**src/rtl/tcu_multi_channel.sv**
```systemverilog
// tcu_multi_channel
//   Multi-zone temperature control unit. Polls NUM_CH sensors round-robin
//   through an external I2C read engine (req/ack, then done/err pulse),
//   applies a dead-band proportional law per channel and drives per-channel
//   heater enable, direction and DAC code. A bus error or a timeout faults
//   the channel and forces its drive off until its next good read.
// Ports:
//   clk, rst                 clock, synchronous active-high reset
//   enable                   polling enable
//   setpoint                 packed per-channel setpoints (CU_WIDTH each)
//   i2c_req/ack              request handshake; req held until ack
//   i2c_dev_addr/reg_addr    sensor address (ADDR_BASE+ch), register address
//   i2c_done/err/rdata       completion pulses and read data
//   on_off, increase_decrease_temp, Control_unit_out  per-channel drive
//   data_valid, ch_idx       good-update pulse and serviced channel
//   fault                    per-channel fault flags
module tcu_multi_channel #(
  parameter int unsigned NUM_CH           = 4,
  parameter int unsigned CU_WIDTH         = 16,
  parameter int unsigned DAC_WIDTH        = 8,
  parameter int unsigned NOISE_THRESHOLD  = 1,
  parameter logic [6:0]  ADDR_BASE        = 7'h48,
  parameter logic [7:0]  TARGET_READ_ADDR = 8'h00,
  parameter int unsigned POLL_INTERVAL    = 1000,
  parameter int unsigned TIMEOUT          = 100000,
  localparam int unsigned CH_W = (NUM_CH > 1) ? $clog2(NUM_CH) : 1
) (
  input  logic                          clk,
  input  logic                          rst,
  input  logic                          enable,
  input  logic [NUM_CH*CU_WIDTH-1:0]    setpoint,
  output logic                          i2c_req,
  output logic [6:0]                    i2c_dev_addr,
  output logic [7:0]                    i2c_reg_addr,
  input  logic                          i2c_ack,
  input  logic                          i2c_done,
  input  logic                          i2c_err,
  input  logic [CU_WIDTH-1:0]           i2c_rdata,
  output logic [NUM_CH-1:0]             on_off,
  output logic [NUM_CH-1:0]             increase_decrease_temp,
  output logic [NUM_CH*DAC_WIDTH-1:0]   Control_unit_out,
  output logic                          data_valid,
  output logic [CH_W-1:0]               ch_idx,
  output logic [NUM_CH-1:0]             fault
);

  localparam int unsigned IVL_W = $clog2(POLL_INTERVAL + 1);
  localparam int unsigned TO_W  = $clog2(TIMEOUT + 1);
  localparam int unsigned ERR_W = CU_WIDTH + 1;

  localparam logic [IVL_W-1:0]     IVL_LAST = IVL_W'(POLL_INTERVAL - 1);
  localparam logic [TO_W-1:0]      TO_LAST  = TO_W'(TIMEOUT - 1);
  localparam logic [CH_W-1:0]      LAST_CH  = CH_W'(NUM_CH - 1);
  localparam logic [ERR_W-1:0]     THR      = ERR_W'(NOISE_THRESHOLD);
  localparam logic [DAC_WIDTH-1:0] DAC_MAX  = {DAC_WIDTH{1'b1}};
  localparam logic [ERR_W-1:0]     DAC_MAX_EXT = ERR_W'(DAC_MAX);

  typedef enum logic [2:0] {
    S_IDLE,
    S_WAIT_INTERVAL,
    S_REQ,
    S_WAIT_DONE,
    S_UPDATE
  } state_e;

  state_e               state_q;
  logic [CH_W-1:0]      ch_idx_q;
  logic [IVL_W-1:0]     ivl_cnt_q;
  logic [TO_W-1:0]      to_cnt_q;
  logic                 req_q;
  logic [6:0]           addr_q;
  logic [NUM_CH-1:0]    on_off_q;
  logic [NUM_CH-1:0]    dir_q;
  logic [NUM_CH-1:0]    fault_q;
  logic                 valid_q;
  logic [DAC_WIDTH-1:0] dac_q [NUM_CH];

  logic [CU_WIDTH-1:0]  sp_arr [NUM_CH];

  // Control-law next values for the channel currently being serviced
  logic [CU_WIDTH-1:0]     sp_sel;
  logic signed [ERR_W-1:0] err_s;
  logic [ERR_W-1:0]        abs_err;
  logic                    on_d;
  logic                    dir_d;
  logic [DAC_WIDTH-1:0]    dac_d;

  for (genvar g = 0; g < NUM_CH; g++) begin : g_ch
    assign sp_arr[g] = setpoint[g*CU_WIDTH +: CU_WIDTH];
    assign Control_unit_out[g*DAC_WIDTH +: DAC_WIDTH] = dac_q[g];
  end

  assign i2c_req                = req_q;
  assign i2c_dev_addr           = addr_q;
  assign i2c_reg_addr           = TARGET_READ_ADDR;
  assign on_off                 = on_off_q;
  assign increase_decrease_temp = dir_q;
  assign data_valid             = valid_q;
  assign ch_idx                 = ch_idx_q;
  assign fault                  = fault_q;

  // Dead-band control law on the incoming reading for the serviced channel
  always_comb begin
    sp_sel  = sp_arr[ch_idx_q];
    err_s   = $signed({1'b0, i2c_rdata}) - $signed({1'b0, sp_sel});
    abs_err = '0;
    on_d    = 1'b0;
    dir_d   = dir_q[ch_idx_q];
    dac_d   = '0;
    if (err_s[CU_WIDTH]) begin
      abs_err = -err_s;
    end else begin
      abs_err = err_s;
    end
    if (abs_err <= THR) begin
      // Inside the dead-band: drive off, direction keeps its last value.
      on_d  = 1'b0;
      dir_d = dir_q[ch_idx_q];
      dac_d = '0;
    end else begin
      on_d  = 1'b1;
      dir_d = err_s[CU_WIDTH];
      if (abs_err > DAC_MAX_EXT) begin
        dac_d = DAC_MAX;
      end else begin
        dac_d = abs_err[DAC_WIDTH-1:0];
      end
    end
  end

  // Polling FSM with registered handshake and per-channel outputs
  always_ff @(posedge clk) begin
    if (rst) begin
      state_q   <= S_IDLE;
      ch_idx_q  <= '0;
      ivl_cnt_q <= '0;
      to_cnt_q  <= '0;
      req_q     <= 1'b0;
      addr_q    <= 7'h00;
      on_off_q  <= '0;
      dir_q     <= '0;
      fault_q   <= '0;
      valid_q   <= 1'b0;
      for (int i = 0; i < NUM_CH; i++) begin
        dac_q[i] <= '0;
      end
    end else begin
      valid_q <= 1'b0;
      case (state_q)
        S_IDLE: begin
          if (enable) begin
            state_q   <= S_WAIT_INTERVAL;
            ivl_cnt_q <= '0;
          end
        end
        S_WAIT_INTERVAL: begin
          if (!enable) begin
            state_q <= S_IDLE;
          end else if (ivl_cnt_q == IVL_LAST) begin
            state_q  <= S_REQ;
            ch_idx_q <= '0;
            req_q    <= 1'b1;
            addr_q   <= ADDR_BASE;
          end else begin
            ivl_cnt_q <= ivl_cnt_q + IVL_W'(1);
          end
        end
        S_REQ: begin
          if (i2c_ack) begin
            req_q    <= 1'b0;
            to_cnt_q <= '0;
            state_q  <= S_WAIT_DONE;
          end
        end
        S_WAIT_DONE: begin
          to_cnt_q <= to_cnt_q + TO_W'(1);
          // Error takes priority over a simultaneous done.
          if (i2c_err || (to_cnt_q == TO_LAST)) begin
            fault_q[ch_idx_q]  <= 1'b1;
            on_off_q[ch_idx_q] <= 1'b0;
            dac_q[ch_idx_q]    <= '0;
            state_q            <= S_UPDATE;
          end else if (i2c_done) begin
            fault_q[ch_idx_q]  <= 1'b0;
            on_off_q[ch_idx_q] <= on_d;
            dir_q[ch_idx_q]    <= dir_d;
            dac_q[ch_idx_q]    <= dac_d;
            valid_q            <= 1'b1;
            state_q            <= S_UPDATE;
          end
        end
        S_UPDATE: begin
          // A dropped enable lets the finished channel stand, then stops.
          if (!enable) begin
            state_q <= S_IDLE;
          end else if (ch_idx_q == LAST_CH) begin
            state_q   <= S_WAIT_INTERVAL;
            ivl_cnt_q <= '0;
          end else begin
            ch_idx_q <= ch_idx_q + CH_W'(1);
            req_q    <= 1'b1;
            addr_q   <= ADDR_BASE + 7'(ch_idx_q) + 7'd1;
            state_q  <= S_REQ;
          end
        end
        default: begin
          state_q <= S_IDLE;
          req_q   <= 1'b0;
        end
      endcase
    end
  end

endmodule

```
**config.mk**
```make
export PLATFORM = sky130hd
export DESIGN_NAME = tcu_multi_channel
export DESIGN_NICKNAME = d
export VERILOG_FILES = /design/src/rtl/tcu_multi_channel.sv
export SDC_FILE = /design/constraint.sdc
export NUM_CORES = 1
export LEC_CHECK = 0
export ABC_AREA = 1
export CORE_MARGIN = 2
export CORE_UTILIZATION = 47
export CTS_BUF_LIST = sky130_fd_sc_hd__clkbuf_8
export DETAILED_ROUTE_END_ITERATION = 16
export PLACE_DENSITY = 0.79
export SYNTH_ARGS = -nofsm -noshare
export SYNTH_HDL_FRONTEND = slang
export SYNTH_SLANG_ARGS = --single-unit
```
**constraint.sdc**
```tcl
create_clock -name clk -period 4.3 [get_ports clk]
set_input_delay 0.645 -clock clk [delete_from_list [all_inputs] [get_ports clk]]
set_output_delay 0.645 -clock clk [all_outputs]
set_load 0.05 [all_outputs]
```
=== After elaboration in Yosys (flattened, before gate mapping) ===
Memory sizes are Yosys's and may differ from the RTL's.
Index checks and enable logic that the tools add are counted.

* Bits in registers: 53
* RAM bits: 32
* Word-level logic and storage cells: 130
* Memories: 1

* Add/sub/neg operators: 7
* $lt $le $gt $ge: 5
* Eq/ne operators: 17
* Multiplexer cells: 66
* Bitwise operators: 8
* Reductions and logical operators: 16

{| class="wikitable"
|+ Memories
! name !! depth !! width !! read ports !! clocked after Yosys merged registers in !! wr ports !! RTL line !! text
|-
| dac_q || 4 || 8 || 4 || 0 || 4 || 76 || <nowiki>logic [DAC_WIDTH-1:0] dac_q [NUM_CH];</nowiki>
|}

{| class="wikitable"
|+ Operators by type and width
! operator !! number
|-
| $mux 10 || 5
|-
| $mux 17 || 2
|-
| $pmux 17 s2 || 1
|-
| $bmux 16 s2 || 1
|-
| $mux 16 || 2
|-
| $mux 8 || 4
|-
| $pmux 10 s3 || 1
|-
| $mux 7 || 4
|-
| $mux 1 || 21
|-
| $mux 3 || 6
|-
| $add 17x1->17 const B || 1
|-
| $eq 17x17->1 const B || 1
|-
| $gt 17x8->1 const B || 1
|-
| $le 17x1->1 const B || 1
|-
| $neg 17->17 || 1
|-
| $sub 16x16->17 || 1
|-
| $mux 4 || 4
|-
| $ne 2x2->1 const B || 8
|-
| $pmux 3 s5 || 1
|-
| $mux 2 || 7
|-
| $pmux 7 s2 || 1
|-
| $reduce_and 6->1 || 2
|-
| $add 10x1->10 const B || 1
|-
| $eq 10x10->1 const B || 1
|-
| other kinds (33) || 41
|}

=== Depth between registers and ports, before layout ===
Gate-level depths: netlist (run 1).

* Depth in word-level cells: 12
* Mapped depth: 29

=== Least setup slack after synthesis (run 1) ===
No wires, ideal clock.

* Path type: reg-to-reg
* Start point: register ch_idx_q[0] (netlist: ch_idx[0])
* End point: memory dac_q[1][0], data pin
* Library setup time: 0.264 ns
* Arrival: 4.192 ns
* Required time: 4.036 ns
* Setup slack: -0.156 ns
* Cell stages (with the launch flop): 28
* Clock period less this slack: 4.456 ns
* Cell sequence: dfxtp_1 clkbuf_1 inv_1 clkbuf_1 buf_1 o21ai_0 o22ai_1 ha_1 inv_1 fa_1 inv_1 ha_1 a21boi_1 nand3_1 nor2_1 nand2_2 nor2_4 nand3_2 nand2_1 nand2_1 nand2_2 inv_2 nor2_4 nand3_2 nor2_4 nand2_2 nand3_2 nor2_1

{| class="wikitable"
|+ RTL lines
! item !! RTL line !! text
|-
| from (decl) || 67 || <nowiki>logic [CH_W-1:0] ch_idx_q;</nowiki>
|-
| from (signal assigned) || 200 || <nowiki>ch_idx_q <= ch_idx_q + CH_W'(1);</nowiki>
|-
| to (decl) || 76 ||
|}

==> impl_metrics.py, run 1 <==
metrics = {
    "timing": {
        "final_hold_viol_count": 0,
        "setup_violations": 0,
        "fin_crit_sh_pct": 92.0,
        "maxClockFrequency_ghz": 0.253,
        "finalCriticalPeriod_ns": 3.96,
        "clock_skew_ns": 0.00885,
        "setup_tns_ns": 0,
        "rsz0062_at_grt": "false",
        "relSlewSlack_pct": 54.1,
        "drv_slew": 0,
        "worst_pin_slew_ns": 0.688,
    },
    "power_and_ir_drop": {
        "ir_worst_vdd_v": 0.000231,
        "seq_power_share_pct": 18.6,
        "p_sw_share_pct": 49.0,
        "power_density_nw_per_um2": 573,
        "p_int_mw": 2.38,
        "p_comb_share_pct": 66.1,
        "clockPowerShare_pct": 15.3,
        "switchingPower_mw": 2.29,
        "p_leak_nw": 3.60,
    },
    "logic_synthesis": {
        "yosysWarningCount": 0,
        "postSynthCellCount": 935,
        "yosys.area.top_type": "nand2_1",
        "synth_edf_count": 32,
        "yosysUniqueCellTypes": 48,
        "ys_ff_latch": 80,
        "yosys_most_used_dff": "dfxtp_1",
        "netlist_area_sq_um": 6200,
        "synth_seq_area_share_pct": 31.0,
        "synth_top_area_share_pct": 15.6,
        "synth_most_common_cell": "nand2_1",
        "synth_commonest_cells": "258 x nand2_1, 120 x inv_1, 103 x nor2_1",
        "synth_area_leaders": "nand2_1 16%, dfxtp_1 16%, edfxtp_1 16%",
        "synthArstFlopShare_pct": 0,
        "avgSynthCellArea_sq_um": 6.63,
    },
    "route": {
        "dr_total_vias": 6576,
        "wire_per_inst_um": 13.3,
        "finalWirelength_um": 16800,
        "firstDrtPassIters": 5,
        "antenna_left": 0,
        "drt_iter0_drc": 541,
        "vias_per_cell": 5.20,
        "remaining_drc_errors": 0,
    },
    "global_routing": {
        "grt_max_degree": 29,
        "grt_use_met2_pct": 40.2,
        "grt_pass1_vias": 5849,
        "grtUsageMet3_pct": 4.12,
        "grt_use_met1_pct": 28.9,
        "grt_pass1_wl_um": 26900,
        "grt_usage_pct": 23.2,
        "antenna_found_initial": 0,
        "busiest_layer": "met2",
        "overflow": 0,
    },
    "critical_path": {
        "start_kind": "flop",
        "cp_cell_sequence": "buf_4 > buf_4 > a21oi_1 > a32o_1 > ha_1 > nand2_1 > nor2_1 > nand4_1 > nand3_1 > nand2_1 > nand2_1 > nor2_1 > nand3_2 > nand2_1 > nand3_1 > nand2_1 > nor2_2 > nand3_2 > nor2_4 > buf_12 > nand2_2 > nand2_2 > nor2_1",
        "path_delay_family": "simple AND/OR/NAND/NOR gates",
        "slowest_delay_ns": 0.42,
        "criticalPathCategory": "reg -> reg",
        "cp_common_cell": "nand2_1",
        "cp_num_buf_inv": 3,
        "crit_fanout": 22,
        "worstPathRequired_ns": 4.38,
        "cp-end-kind": "flop",
        "crit_slowest_cell": "ha_1",
        "arrival_ns": 4.04,
    },
    "clocking": {
        "cts_buffers": 9,
        "clock_path_buffers": 2,
        "cts_setup_buffers": 0,
        "clock-sinks": 80,
        "htree_levels": 3,
        "clk_latency_ns": 0.34,
        "root_buffer": "clkbuf_8",
        "clk_pin_slew_ns": 0.08,
        "cts_tree": "built",
    },
    "final_layout": {
        "syn_to_final_growth_pct": 31.5,
        "n_antenna_cell": 0,
        "final-seq-area_sq_um": 1920,
        "drive_gt1_share_pct": 11.1,
        "fin_cells": 1264,
        "multi_input_area_sq_um": 3640,
        "nFillCells": 1180,
        "finalNetCount": 1197,
    },
    "outcome": {
        "outcome": "complete, no violations",
    },
    "placement": {
        "gp_congestion": 0.896,
        "portBuffers": 138,
        "dp_hpwl_um": 13400,
        "placed_cells": 1248,
    },
    "die": {
        "die_w_um": 119,
        "boundaryPins": 149,
        "die_area_sq_um": 14100,
        "die_y_um": 119,
        "start_util_pct": 48.7,
        "rows": 41,
        "core-area_sq_um": 12700,
    },
    "worst_hold_path": {
        "min_path_type": "reg -> reg",
    },
    "run": {
        "cap_viol_max_count": 0,
    },
}
## layer usage
metal / part of all wire (%) / wire (um)
met1: 44 / 7370
met2: 47 / 7940
met3: 6.3 / 1050
met4: 2.8 / 467
met5: 0 / 0
## final cells by class
| cell class | instances | share of cell area (%) |
|---|---|---|
| Clock buffer | 9 | 1.52 |
| Clock inverter | 7 | 1.67 |
| Inverter | 129 | 6.01 |
| Multi-Input combinational cell | 701 | 44.7 |
| Sequential cell | 80 | 23.6 |
| Tap cell | 172 | 2.64 |
| Timing Repair Buffer | 166 | 19.8 |
## metrics by stage
step                      util (%)  instance area (sq um)  power [mW]  setup slack [ns]  hold slack, ns
after CTS                     63.9                   8140        4.64             0.290           0.459
after global placement        61.9                   7880        3.89            0.0477           0.435
after floorplan                  -                   6230        3.08            0.0278           0.428
after global routing          64.0                   8150        5.05            0.0215           0.462
after detailed placement      61.9                   7880        3.93           -0.0607           0.440
final                         64.0                   8150        4.67             0.342           0.456
## cell usage in the layout (no fill, tap or decap), types with 8 or more instances in the layout
| cell type | instances |
|---|---|
| nand2_1 | 258 |
| nor3_1 | 19 |
| conb_1 | 10 |
| nor2_1 | 103 |
| nand2_2 | 34 |
| nand3_1 | 72 |
| dfxtp_1 | 47 |
| buf_4 | 26 |
| nand4_1 | 15 |
| nor2_2 | 8 |
| nand3_2 | 8 |
| a21oi_1 | 41 |
| a211oi_1 | 8 |
| inv_1 | 121 |
| clkbuf_8 | 9 |
| clkdlybuf4s50_1 | 138 |
| o22ai_1 | 12 |
| o21ai_0 | 21 |
| ha_1 | 23 |
| a32o_1 | 15 |
| edfxtp_1 | 32 |
## path summary, 6_finish.rpt
kind / from / slack, ns / to / cells after the start
max: ch_idx[0] / 0.34 / dac_q[2][7] / 23
min: i2c_dev_addr[2] / 0.46 / i2c_dev_addr[2] / 2
max reg2reg: ch_idx[0] / 0.34 / dac_q[2][7] / 23
min reg2reg: i2c_dev_addr[2] / 0.46 / i2c_dev_addr[2] / 2
## repair_timing
| action | 4_1_cts | 5_1_grt |
|---|---|---|
| hold buffers | 0 | 0 |
| gates resized for setup | 0 | 3 |
| endpoints found under the setup margin | 0 | 33 |
## power by group through the flow
stage	Combinational (mW)	Sequential, mW	Clock, mW
finish	3.09	0.868	0.714
global placement	3.01	0.882	0
detailed placement	3.05	0.884	0
floorplan	2.09	0.985	0
CTS	3.06	0.867	0.717
global route	3.43	0.875	0.749
## cell families after synthesis
family | after synthesis | synth area share, %
AND/OR/NAND/NOR | 542 | 39.8
buffers and inverters | 163 | 10.8
AO/OA/AOI/OAI | 123 | 13.0
flip-flops | 80 | 31.0
adder cells (fa/ha/maj) | 24 | 4.97
XOR/XNOR | 2 | 0.283
other | 1 | 0.0605
## worst register-to-register path, stage by stage, from the launching register on
cell and delay (ns):
dfxtp_2 0.36, buf_4 0.25, buf_4 0.29, a21oi_1 0.13, a32o_1 0.25, ha_1 0.42
nand2_1 0.18, nor2_1 0.22, nand4_1 0.19, nand3_1 0.11, nand2_1 0.05, nand2_1 0.12
nor2_1 0.08, nand3_2 0.09, nand2_1 0.09, nand3_1 0.11, nand2_1 0.07, nor2_2 0.13
nand3_2 0.10, nor2_4 0.11, buf_12 0.14, nand2_2 0.06, nand2_2 0.09, nor2_1 0.05
## registers in the layout, summed over array words and instances, names as in the netlist, named ones only
name                    cells
dac_q                      32
data_valid                  1
state_q                     3
ch_idx                      1
i2c_req                     1
ivl_cnt_q                  10
increase_decrease_temp      4
i2c_dev_addr                3
on_off                      4
to_cnt_q                   17
Note: power is estimated with default switching activity, not from simulation.
==> inputs of run 2 (changes only) <==
ABC_AREA = not set   (was 1)
CORE_UTILIZATION = 46   (was 47)
PLACE_DENSITY = 0.8   (was 0.79)
TNS_END_PERCENT = 30   (was not set)
==> run 2 against run 1 <==
  * The flow now finishes with violations (negative setup slack)
  * Flip-flop and latch count stayed put
  * Global-route usage is 3.5 points higher
  * Total power is 54% lower
  * Routed wire length is 2.2% higher
  * Area after synthesis is 11% lower
  * Maximum frequency is 15% lower
  * First-iteration DRC count is 44% lower
  * Worst hold slack better by 0.013 ns
  * Sequential power is 7.1% lower
  * Synthesized cell count is 35% lower
  * Via count is 13% lower
  * Critical endpoint is now dac_q[3][7]
  * Largest cell class unchanged
==> impl_metrics.py, run 2 <==
metrics = {
    "outcome": {
        "outcome": "complete, but fails checks",
        "violations": "negative setup slack",
    },
    "route": {
        "firstDrtPassIters": 5,
        "dr_total_vias": 5719,
        "dr_wl_met3_um": 1160,
        "wire_per_inst_um": 17.7,
        "routed-wl-met2_um": 8870,
        "top_layer": "met4",
        "wl_met1_um": 6880,
        "antenna_left": 0,
        "drt_iter0_drc": 304,
        "remaining_drc_errors": 0,
        "vias_per_cell": 5.87,
        "finalWirelength_um": 17200,
    },
    "timing": {
        "setup_violations": 39,
        "finalCriticalPeriod_ns": 4.65,
        "postLayoutSetupSlackWorst_ns": -0.347,
        "rsz0062_at_grt": "true",
        "final_hold_viol_count": 0,
        "drv_slew": 0,
        "worst_pin_slew_ns": 1.34,
        "setup_tns_ns": -10.96,
        "maxClockFrequency_ghz": 0.215,
        "clock_skew_ns": 0.00753,
        "fin_crit_sh_pct": 108,
        "relSlewSlack_pct": 10.7,
    },
    "clocking": {
        "cts_tree": "built",
        "htree_levels": 3,
        "clock-sinks": 80,
        "clk_pin_slew_ns": 0.08,
        "clock_path_buffers": 2,
        "cts_buffers": 9,
        "root_buffer": "clkbuf_8",
        "clk_latency_ns": 0.37,
    },
    "run": {
        "cap_viol_max_count": 0,
    },
    "critical_path": {
        "crit_slowest_cell": "clkdlybuf4s50_1",
        "reg2reg_from": "ch_idx[0]",
        "cp-end-kind": "flop",
        "rr_worst_depth": 20,
        "arrival_ns": 4.70,
        "criticalPathCategory": "in -> reg",
        "reg2reg_setup_slack_ns": -0.33,
        "worstPathRequired_ns": 4.35,
        "cp_cell_sequence": "clkdlybuf4s50_1 > mux4_2 > inv_2 > fa_2 > a21o_4 > a221o_2 > a211oi_2 > o221a_1 > buf_4 > buf_4 > buf_4 > nor2_1 > o21ai_0 > a211oi_1 > a211o_4 > buf_6 > nor2_4 > clkbuf_16 > a21oi_1",
        "cp_common_cell": "buf_4",
        "start_kind": "input port",
        "worstReg2RegEnd": "dac_q[3][7]",
        "critPathCapture": "dac_q[3][7]",
        "crit_start": "setpoint[17]",
        "crit_fanout": 16,
        "slowest_delay_ns": 0.46,
    },
    "logic_synthesis": {
        "synth_seq_area_share_pct": 34.8,
        "synthArstFlopShare_pct": 0,
        "netlist_area_sq_um": 5530,
        "synth_most_common_cell": "nor2_1",
        "yosys.area.top_type": "dfxtp_1",
        "yosysUniqueCellTypes": 71,
        "ys_ff_latch": 80,
        "synth_top_area_share_pct": 17.4,
        "postSynthCellCount": 606,
        "synth_area_leaders": "dfxtp_1 17%, edfxtp_1 17%, mux4_2 6.9%",
        "yosysWarningCount": 0,
        "synth_commonest_cells": "67 x nor2_1, 48 x dfxtp_1, 44 x a21oi_1",
        "yosys_most_used_dff": "dfxtp_1",
        "avgSynthCellArea_sq_um": 9.12,
        "synth_edf_count": 32,
    },
    "die": {
        "die_w_um": 114,
        "core-area_sq_um": 11900,
        "die_y_um": 114,
        "rows": 40,
        "die_area_sq_um": 12900,
        "boundaryPins": 149,
        "start_util_pct": 46.6,
    },
    "final_layout": {
        "layout_common_cells": "118 x clkdlybuf4s50_1, 87 x buf_4, 66 x nor2_1, 46 x dfxtp_1",
        "largest_reg_flops": 32,
        "multi_input_area_sq_um": 3580,
        "top_register": "dac_q",
        "finalNetCount": 932,
        "layout_commonest_cell": "clkdlybuf4s50_1",
        "syn_to_final_growth_pct": 49.5,
        "n_antenna_cell": 0,
        "final-seq-area_sq_um": 1930,
        "drive_gt1_share_pct": 24.9,
        "nFillCells": 887,
        "largestRegisters": "dac_q: 32 flops, to_cnt_q: 17 flops, ivl_cnt_q: 10 flops",
    },
    "worst_hold_path": {
        "min_path_type": "reg -> reg",
    },
    "placement": {
        "gp_congestion": 0.912,
        "portBuffers": 138,
        "dp_hpwl_um": 12600,
        "pre_cts_ws_ns": -0.752,
    },
    "global_routing": {
        "grt_usage_pct": 26.7,
        "grt_max_degree": 37,
        "overflow": 0,
        "grt_pass1_wl_um": 27600,
        "antenna_found_initial": 0,
        "grt_pass1_vias": 5599,
    },
    "power_and_ir_drop": {
        "p_leak_nw": 3.16,
        "power_density_nw_per_um2": 262,
        "p_total_mw": 2.16,
        "ir_worst_vdd_v": 0.000222,
    },
}
==> run 2: worst min-delay path by stage <==
stage,startpoint,end,cells after the start
floorplan,to_cnt_q[3],to_cnt_q[3],1
global placement,i2c_dev_addr[3],i2c_dev_addr[3],2
detailed placement,i2c_dev_addr[3],i2c_dev_addr[3],2
CTS,i2c_dev_addr[3],i2c_dev_addr[3],2
global route,i2c_dev_addr[3],i2c_dev_addr[3],2
finish,i2c_dev_addr[3],i2c_dev_addr[3],2
==> run 2: layout make-up <==
type	count	share of cell area, %
clock inverters	6	1.00
clock buffers	10	1.67
well taps	147	2.23
multi-input cells	458	43.4
flip-flops and latches	80	23.4
repair buffers	239	26.8
inverters	34	1.55
==> run 2: through the flow <==
step                instances  utilization, %  area [sq um]  hold WS, ns
global placement          935            63.5          7530        0.448
global route              974            69.6          8260        0.499
CTS                       968            68.8          8160        0.473
finish                    974            69.6          8260        0.468
floorplan                 615               -          5620        0.466
detailed placement        935            63.5          7530        0.459
==> run 2: cell families (layout without fill, tap and decap cells) <==
kind of cell             count (synthesis)  count (layout)  synth area share [%]
AO/OA/AOI/OAI                          158             158                  20.7
XOR/XNOR                                32              32                  5.21
adder cells (fa/ha/maj)                 24              24                  5.57
buffers and inverters                   77             289                  6.23
flip-flops                              80              80                  34.8
multiplexers                            23              23                  8.08
other                                    1              10                0.0679
AND/OR/NAND/NOR                        211             211                  19.4
==> run 2: worst max-delay path, delay by kind of cell <==
family | cells | cell delay, ns
AO/OA/AOI/OAI | 8 | 1.95
AND/OR/NAND/NOR | 2 | 0.27
multiplexers | 1 | 0.26
adder cells (fa/ha/maj) | 1 | 0.37
buffers and inverters | 7 | 1.17
==> run 2: metal layers <==
| metal | vias up | GRT usage [%] |
|---|---|---|
| met2 | 240 | 47.5 |
| li1 | 2681 | - |
| met4 | 0 | 7.24 |
| met1 | 2763 | 32.6 |
| met3 | 35 | 6.11 |
| met5 | - | 0 |
==> run 2: power breakdown <==
| group | total (mW) | switching, mW | internal (mW) |
|---|---|---|---|
| clock network | 0.621 | 0.281 | 0.340 |
| registers | 0.806 | 0.00811 | 0.798 |
| logic | 0.737 | 0.391 | 0.347 |
| total | 2.16 | 0.680 | 1.48 |
==> run 2: repair_timing <==
action	in CTS	in global routing
hold buffers	0	0
buffers inserted	13	5
gates cloned	4	1
resized for setup	81	12
endpoints found under the setup margin	39	39
pin swaps	22	20
